## src/rtl/prbs_channel_tx.sv

```systemverilog
`default_nettype none
// ============================================================================
// Module      : prbs_channel_tx
// Description : Transmit-side stimulus source for the DSP equalizer path.
//               A PRBS9 (x^9+x^5+1) bit stream is mapped to BPSK symbols
//               (0 -> +1, 1 -> -1) and passed through a 3-tap FIR channel
//               model with four selectable presets. The saturated S(11,7)
//               result drives the equalizer input.
//               Optional build macro CH_NOISE_EN adds a 16-bit LFSR noise
//               term (scaled by i_noise_shift) before saturation.
// Revision    : 1.0 - initial release
// ============================================================================
module prbs_channel_tx #(
  parameter int         DATA_BW = 11,
  parameter int         COEF_BW = 9,
  parameter int         N_TAPS  = 3,
  parameter logic [8:0] SEED    = 9'h1FF
) (
  input  logic                      clockdsp,
  input  logic                      soft_reset,
  input  logic                      i_en,
  input  logic [1:0]                i_ch_sel,
  input  logic [2:0]                i_noise_shift,
  output logic                      o_symbol,
  output logic signed [DATA_BW-1:0] o_data
);

  // Two guard bits cover the worst-case tap sum plus noise without wrapping.
  localparam int                       ACC_BW    = DATA_BW + 2;
  localparam int                       SAT_MAX_I = (1 << (DATA_BW - 1)) - 1;
  localparam logic signed [ACC_BW-1:0] SAT_MAX   = ACC_BW'(SAT_MAX_I);
  localparam logic signed [ACC_BW-1:0] SAT_MIN   = ACC_BW'(-SAT_MAX_I - 1);

  // Symbol encodings held in the delay line (0 only after reset).
  localparam logic signed [1:0] SYM_POS = 2'sb01;
  localparam logic signed [1:0] SYM_NEG = 2'sb11;

  // Channel tap presets in S(9,7); taps beyond index 2 are zero.
  function automatic logic signed [COEF_BW-1:0] tap_coef(input logic [1:0] sel, input int k);
    logic signed [COEF_BW-1:0] c;
    c = '0;
    case (sel)
      2'd0: begin
        if (k == 0) c = COEF_BW'(128);
      end
      2'd1: begin
        if (k == 0) c = COEF_BW'(128);
        if (k == 1) c = COEF_BW'(32);
      end
      2'd2: begin
        if (k == 0) c = COEF_BW'(16);
        if (k == 1) c = COEF_BW'(128);
        if (k == 2) c = COEF_BW'(-32);
      end
      default: begin
        if (k == 0) c = COEF_BW'(64);
        if (k == 1) c = COEF_BW'(64);
        if (k == 2) c = COEF_BW'(32);
      end
    endcase
    return c;
  endfunction

  logic [8:0]               lfsr;
  logic signed [1:0]        dly [N_TAPS];
  logic [1:0]               ch_sel_q;
  logic signed [ACC_BW-1:0] prod [N_TAPS];
  logic signed [ACC_BW-1:0] noise_val;
  logic signed [ACC_BW-1:0] fir_sum;
  logic signed [DATA_BW-1:0] sat_val;

  // Per-tap product: symbols are +/-1 or 0, so each product is a signed
  // select of the coefficient rather than a multiply.
  for (genvar k = 0; k < N_TAPS; k++) begin : g_tap
    logic signed [COEF_BW-1:0] coef;
    logic signed [ACC_BW-1:0]  coef_ext;
    assign coef     = tap_coef(ch_sel_q, k);
    assign coef_ext = {{(ACC_BW - COEF_BW){coef[COEF_BW-1]}}, coef};

    // Select +h, -h or 0 according to the stored symbol.
    always_comb begin
      prod[k] = '0;
      if (dly[k] == SYM_POS)      prod[k] = coef_ext;
      else if (dly[k] == SYM_NEG) prod[k] = -coef_ext;
    end
  end

`ifdef CH_NOISE_EN
  logic [15:0]       nlfsr;
  logic signed [7:0] noise8;

  assign noise8    = $signed(nlfsr[7:0]) >>> i_noise_shift;
  assign noise_val = {{(ACC_BW - 8){noise8[7]}}, noise8};

  // Noise LFSR x^16+x^14+x^13+x^11+1, stepped in lockstep with the symbol stream.
  always_ff @(posedge clockdsp) begin
    if (soft_reset) begin
      nlfsr <= 16'hACE1;
    end else if (i_en) begin
      nlfsr <= {nlfsr[14:0], nlfsr[15] ^ nlfsr[13] ^ nlfsr[12] ^ nlfsr[10]};
    end
  end
`else
  logic unused_noise_shift;
  assign unused_noise_shift = ^i_noise_shift;
  assign noise_val          = '0;
`endif

  // Accumulate the tap products and noise at full accumulator width.
  always_comb begin
    fir_sum = noise_val;
    for (int k = 0; k < N_TAPS; k++) begin
      fir_sum = fir_sum + prod[k];
    end
  end

  // Clamp the accumulator into the output sample range.
  always_comb begin
    sat_val = fir_sum[DATA_BW-1:0];
    if (fir_sum > SAT_MAX)      sat_val = SAT_MAX[DATA_BW-1:0];
    else if (fir_sum < SAT_MIN) sat_val = SAT_MIN[DATA_BW-1:0];
  end

  // PRBS generator, symbol delay line and output registers; the FIR result
  // registered here comes from the delay line before this edge's shift.
  always_ff @(posedge clockdsp) begin
    if (soft_reset) begin
      lfsr     <= SEED;
      ch_sel_q <= '0;
      o_symbol <= 1'b0;
      o_data   <= '0;
      for (int k = 0; k < N_TAPS; k++) begin
        dly[k] <= '0;
      end
    end else begin
      ch_sel_q <= i_ch_sel;
      if (i_en) begin
        lfsr     <= {lfsr[7:0], lfsr[8] ^ lfsr[4]};
        dly[0]   <= lfsr[8] ? SYM_NEG : SYM_POS;
        for (int k = 1; k < N_TAPS; k++) begin
          dly[k] <= dly[k-1];
        end
        o_symbol <= lfsr[8];
        o_data   <= sat_val;
      end
    end
  end

endmodule
`default_nettype wire

```

## config.mk

```make
export PLATFORM = sky130hd
export DESIGN_NAME = prbs_channel_tx
export DESIGN_NICKNAME = d
export VERILOG_FILES = /design/src/rtl/prbs_channel_tx.sv
export SDC_FILE = /design/constraint.sdc
export NUM_CORES = 1
export LEC_CHECK = 0
export ABC_AREA = 1
export CORE_MARGIN = 2
export CORE_UTILIZATION = 25
export CTS_CLUSTER_DIAMETER = 200
export CTS_CLUSTER_SIZE = 10
export DETAILED_ROUTE_END_ITERATION = 16
export PLACE_DENSITY = 0.47
export SLEW_MARGIN = 20
export SYNTH_ARGS = -nofsm -noshare
export SYNTH_HDL_FRONTEND = slang
export SYNTH_SLANG_ARGS = --single-unit
```

## constraint.sdc

```tcl
create_clock -name clockdsp -period 6.5 [get_ports clockdsp]
set_input_delay 1.3 -clock clockdsp [delete_from_list [all_inputs] [get_ports clockdsp]]
set_output_delay 1.3 -clock clockdsp [all_outputs]
set_load 0.01 [all_outputs]
```

==> qor.txt <==
==================================================================================================
Aggregate negative setup slack                                                                0 ns
Share of the synthesized area in compound gates (AO/OA/AOI/OAI)                              0.105
Post-Layout Cell Count                                                                         264
Post-Place Cell Area                                                                      1610 um2
Dominant cell type by count on the critical path                                           nand2_1
Dominant cell by count in the synthesized netlist                                          nand2_1
GRT Overall Usage                                                                           0.0940
Syn nets                                                                                       194
Number of hold violations in the final report                                                    0
Total die area                                                                            6200 um2
Final Util                                                                                   0.309
Drc violations                                                                                   0
Simple logic cell fraction of the synthesized area                                           0.243
Ports placed on the boundary                                                                    20
Count of final max-slew check failures                                                           0
Count of mapped cells out of synthesis                                                         177
CTS tree                                                                                       yes
Slew margin rel.                                                                             0.549
XOR/XNOR share of the synthesized area                                                     0.00627
Area Overhead vs Synth                                                                       20.3%
Area contributors post-synth                                                          dfxtp_1, edfxtp_1, nand2_1
Total non-filler cell area in the finished layout                                         1680 um2
Vias in the first global route                                                                1057
Clock latency at the later pin of the worst-skew pair                                      0.27 ns
Cell area after synthesis                                                                 1400 um2
First-pass GRT wire length                                                                 4.71 mm
Wire per inst                                                                              10.1 um
Critical path, cell by cell                                                           inv_2, nor2_1, inv_1, o21ai_1, fa_1, ha_1, fa_1, nand3_1, nand2_1, nand2_1, nand2_2, a21oi_2, nand2_1, nand2_1
Worst path slowest cell                                                                       fa_1
Top delay family on crit path                                                          adder cells
Post-placement cell count                                                                      260
Post-synth ARST share                                                                            0
Dominant combinational cell family by area after synthesis                            simple AND/OR/NAND/NOR gates
Cell accounting for the most synthesized area                                              dfxtp_1
# H-tree levels                                                                                  1
Height of the die                                                                          78.7 um
Yosys top cell area share                                                                    0.287
HPWL after detailed placement                                                              2.11 mm
CTS hold repair buffers                                                                          0
Setup-violating endpoint count in the final report                                               0
Result of the run                                                                     finished, final reports clean
Kind of path behind the tightest hold check                                           register to register
RSZ-0062 raised after global routing                                                            no
Arrival time of the worst setup path                                                       3.08 ns
Leftover overflow at the end of global routing                                                   0
Most used standard cells in the synthesized netlist                                   nand2_1, inv_1, dfxtp_1
Via total after detailed routing                                                              1080
Leak pwr                                                                                  0.816 nW
Placeable Area                                                                            5440 um2
Width of the die                                                                           78.7 um
Crit Path Class                                                                       register to register
# nets final                                                                                   210
Data required, critical path                                                               6.72 ns
Longest Clk Path Bufs                                                                            2
Worst Max-Slew Pin Slew                                                                   0.676 ns
Detailed Route Iter0 Violations                                                                 52
Starting Density                                                                             0.257
Fraction of the yosys area taken by sequential cells                                         0.416
TritonCTS Buffers                                                                                3
Clock root buffer                                                                         clkbuf_8
Count of different cell masters after synthesis                                                 25
Most used flip-flop cell after synthesis                                                   dfxtp_1
Maximum fanout along the worst path                                                              5
Final critical delay including setup and external delays                                   2.87 ns
Delay contributed by the slowest stage of the critical path                                0.45 ns
Flop and latch count out of synthesis                                                           26
Post-DR vias/cell                                                                             4.09
YS warnings                                                                                      0
Total clock sinks                                                                               26
Multiplexer share of the synthesized area                                                        0
Maximum clock frequency                                                                    349 MHz
Number of setup buffers added after CTS                                                          0
Antenna diode count                                                                              0
Area share of fa/ha/maj cells after synthesis                                                0.108
Fin crit share                                                                               0.441
Number of detailed-route iterations in the first pass                                            4
Number of cell rows                                                                             27
Maximum number of pins on one net before global-route repair                                    19
Wire length reported by the detailed router                                                2.67 mm
Clock transition time at the flip-flop clock pins of the worst setup and hold paths        0.09 ns
Buffers and inverters on the worst path                                                          2
Post-synth EDFFs                                                                                 6
CP startpoint kind                                                                        register
I/O Buffers                                                                                     16
Maximum VDD drop                                                                        0.000138 V
CTS resizes                                                                                      0
Number of antenna violations at the first check in global routing                                0
Sort of element at the end of the critical path                                           register
Overall power of the completed layout                                                     0.368 mW
Clock tree skew after final layout                                                      0.00419 ns
Global placer's final weighted congestion                                                    0.743
Number of nets with antenna violations after routing                                             0
Post-Synthesis Mean Instance Area                                                         7.89 um2
Pwr per Cell Area                                                                       219 nW/um2
Maximum Capacitance Violations                                                                   0
Share of layout cells above drive strength 1                                                0.0938
==================================================================================================
through the flow:
step,setup slack (ns),hold slack (ns)
after floorplan,3.97,0.431
final,3.63,0.462
after detailed placement,3.35,0.451
after global routing,3.40,0.491
after CTS,3.57,0.468
after global placement,3.36,0.447
kinds of logic after synthesis:
family / count (synthesis)
AO/OA/AOI/OAI: 23
XOR/XNOR: 1
adder cells (fa/ha/maj): 9
buffers and inverters: 42
flip-flops: 26
AND/OR/NAND/NOR: 76
layer usage:
| metal | part of all wire | track usage | vias up | wire, um |
|---|---|---|---|---|
| met5 | 0 | 0 | - | 0 |
| met4 | 0 | 0 | 0 | 0 |
| met3 | 0.025 | 0.0295 | 0 | 66 |
| met2 | 0.48 | 0.156 | 6 | 1280 |
| met1 | 0.50 | 0.129 | 488 | 1330 |
| li1 | - | - | 586 | - |
power by group:
group          total [mW]  leakage, nW  switching, mW  internal (mW)
clock network       0.118       0.0339         0.0507         0.0669
registers           0.182        0.230        0.00659          0.176
logic              0.0683        0.552         0.0383         0.0300
total               0.368        0.816         0.0956          0.273
sequential cells by signal, indices dropped and copies added (netlist names):
signal / cells
lfsr: 9
ch_sel_q: 2
o_symbol: 1
o_data: 8
dly: 6
worst paths after layout:
path	to	slack, ns	cells past startpoint	from
max	o_data[4]	3.63	14	ch_sel_q[1]
min reg2reg	o_data[10]	0.46	2	o_data[10]
max reg2reg	o_data[4]	3.63	14	ch_sel_q[1]
min	o_data[10]	0.46	2	o_data[10]
final cells by class:
cell class,count,area [um2]
timing repair buffer,16,160
sequential,26,581
fill,588,3760
inverter,37,139
tap,72,90.1
multi-input combinational,109,644
clock buffer,4,66.3
tightest hold or removal path: stages, from the launching register on:
cell and delay, ns:
dfxtp_1 0.32, nand2_1 0.05, o21ai_1 0.05
cell usage in the layout, fill, tap and decap left out, types with 3 or more instances in the layout:
| cell | count |
|---|---|
| nand2_2 | 4 |
| o21ai_0 | 5 |
| clkdlybuf4s50_1 | 16 |
| nand2_1 | 38 |
| nand3_1 | 15 |
| inv_2 | 4 |
| a22oi_1 | 7 |
| dfxtp_1 | 20 |
| inv_1 | 33 |
| ha_1 | 4 |
| fa_1 | 5 |
| a21oi_1 | 3 |
| edfxtp_1 | 6 |
| clkbuf_8 | 3 |
| o21ai_1 | 3 |
| nor2_1 | 13 |
(Power assumes the default switching activity.)
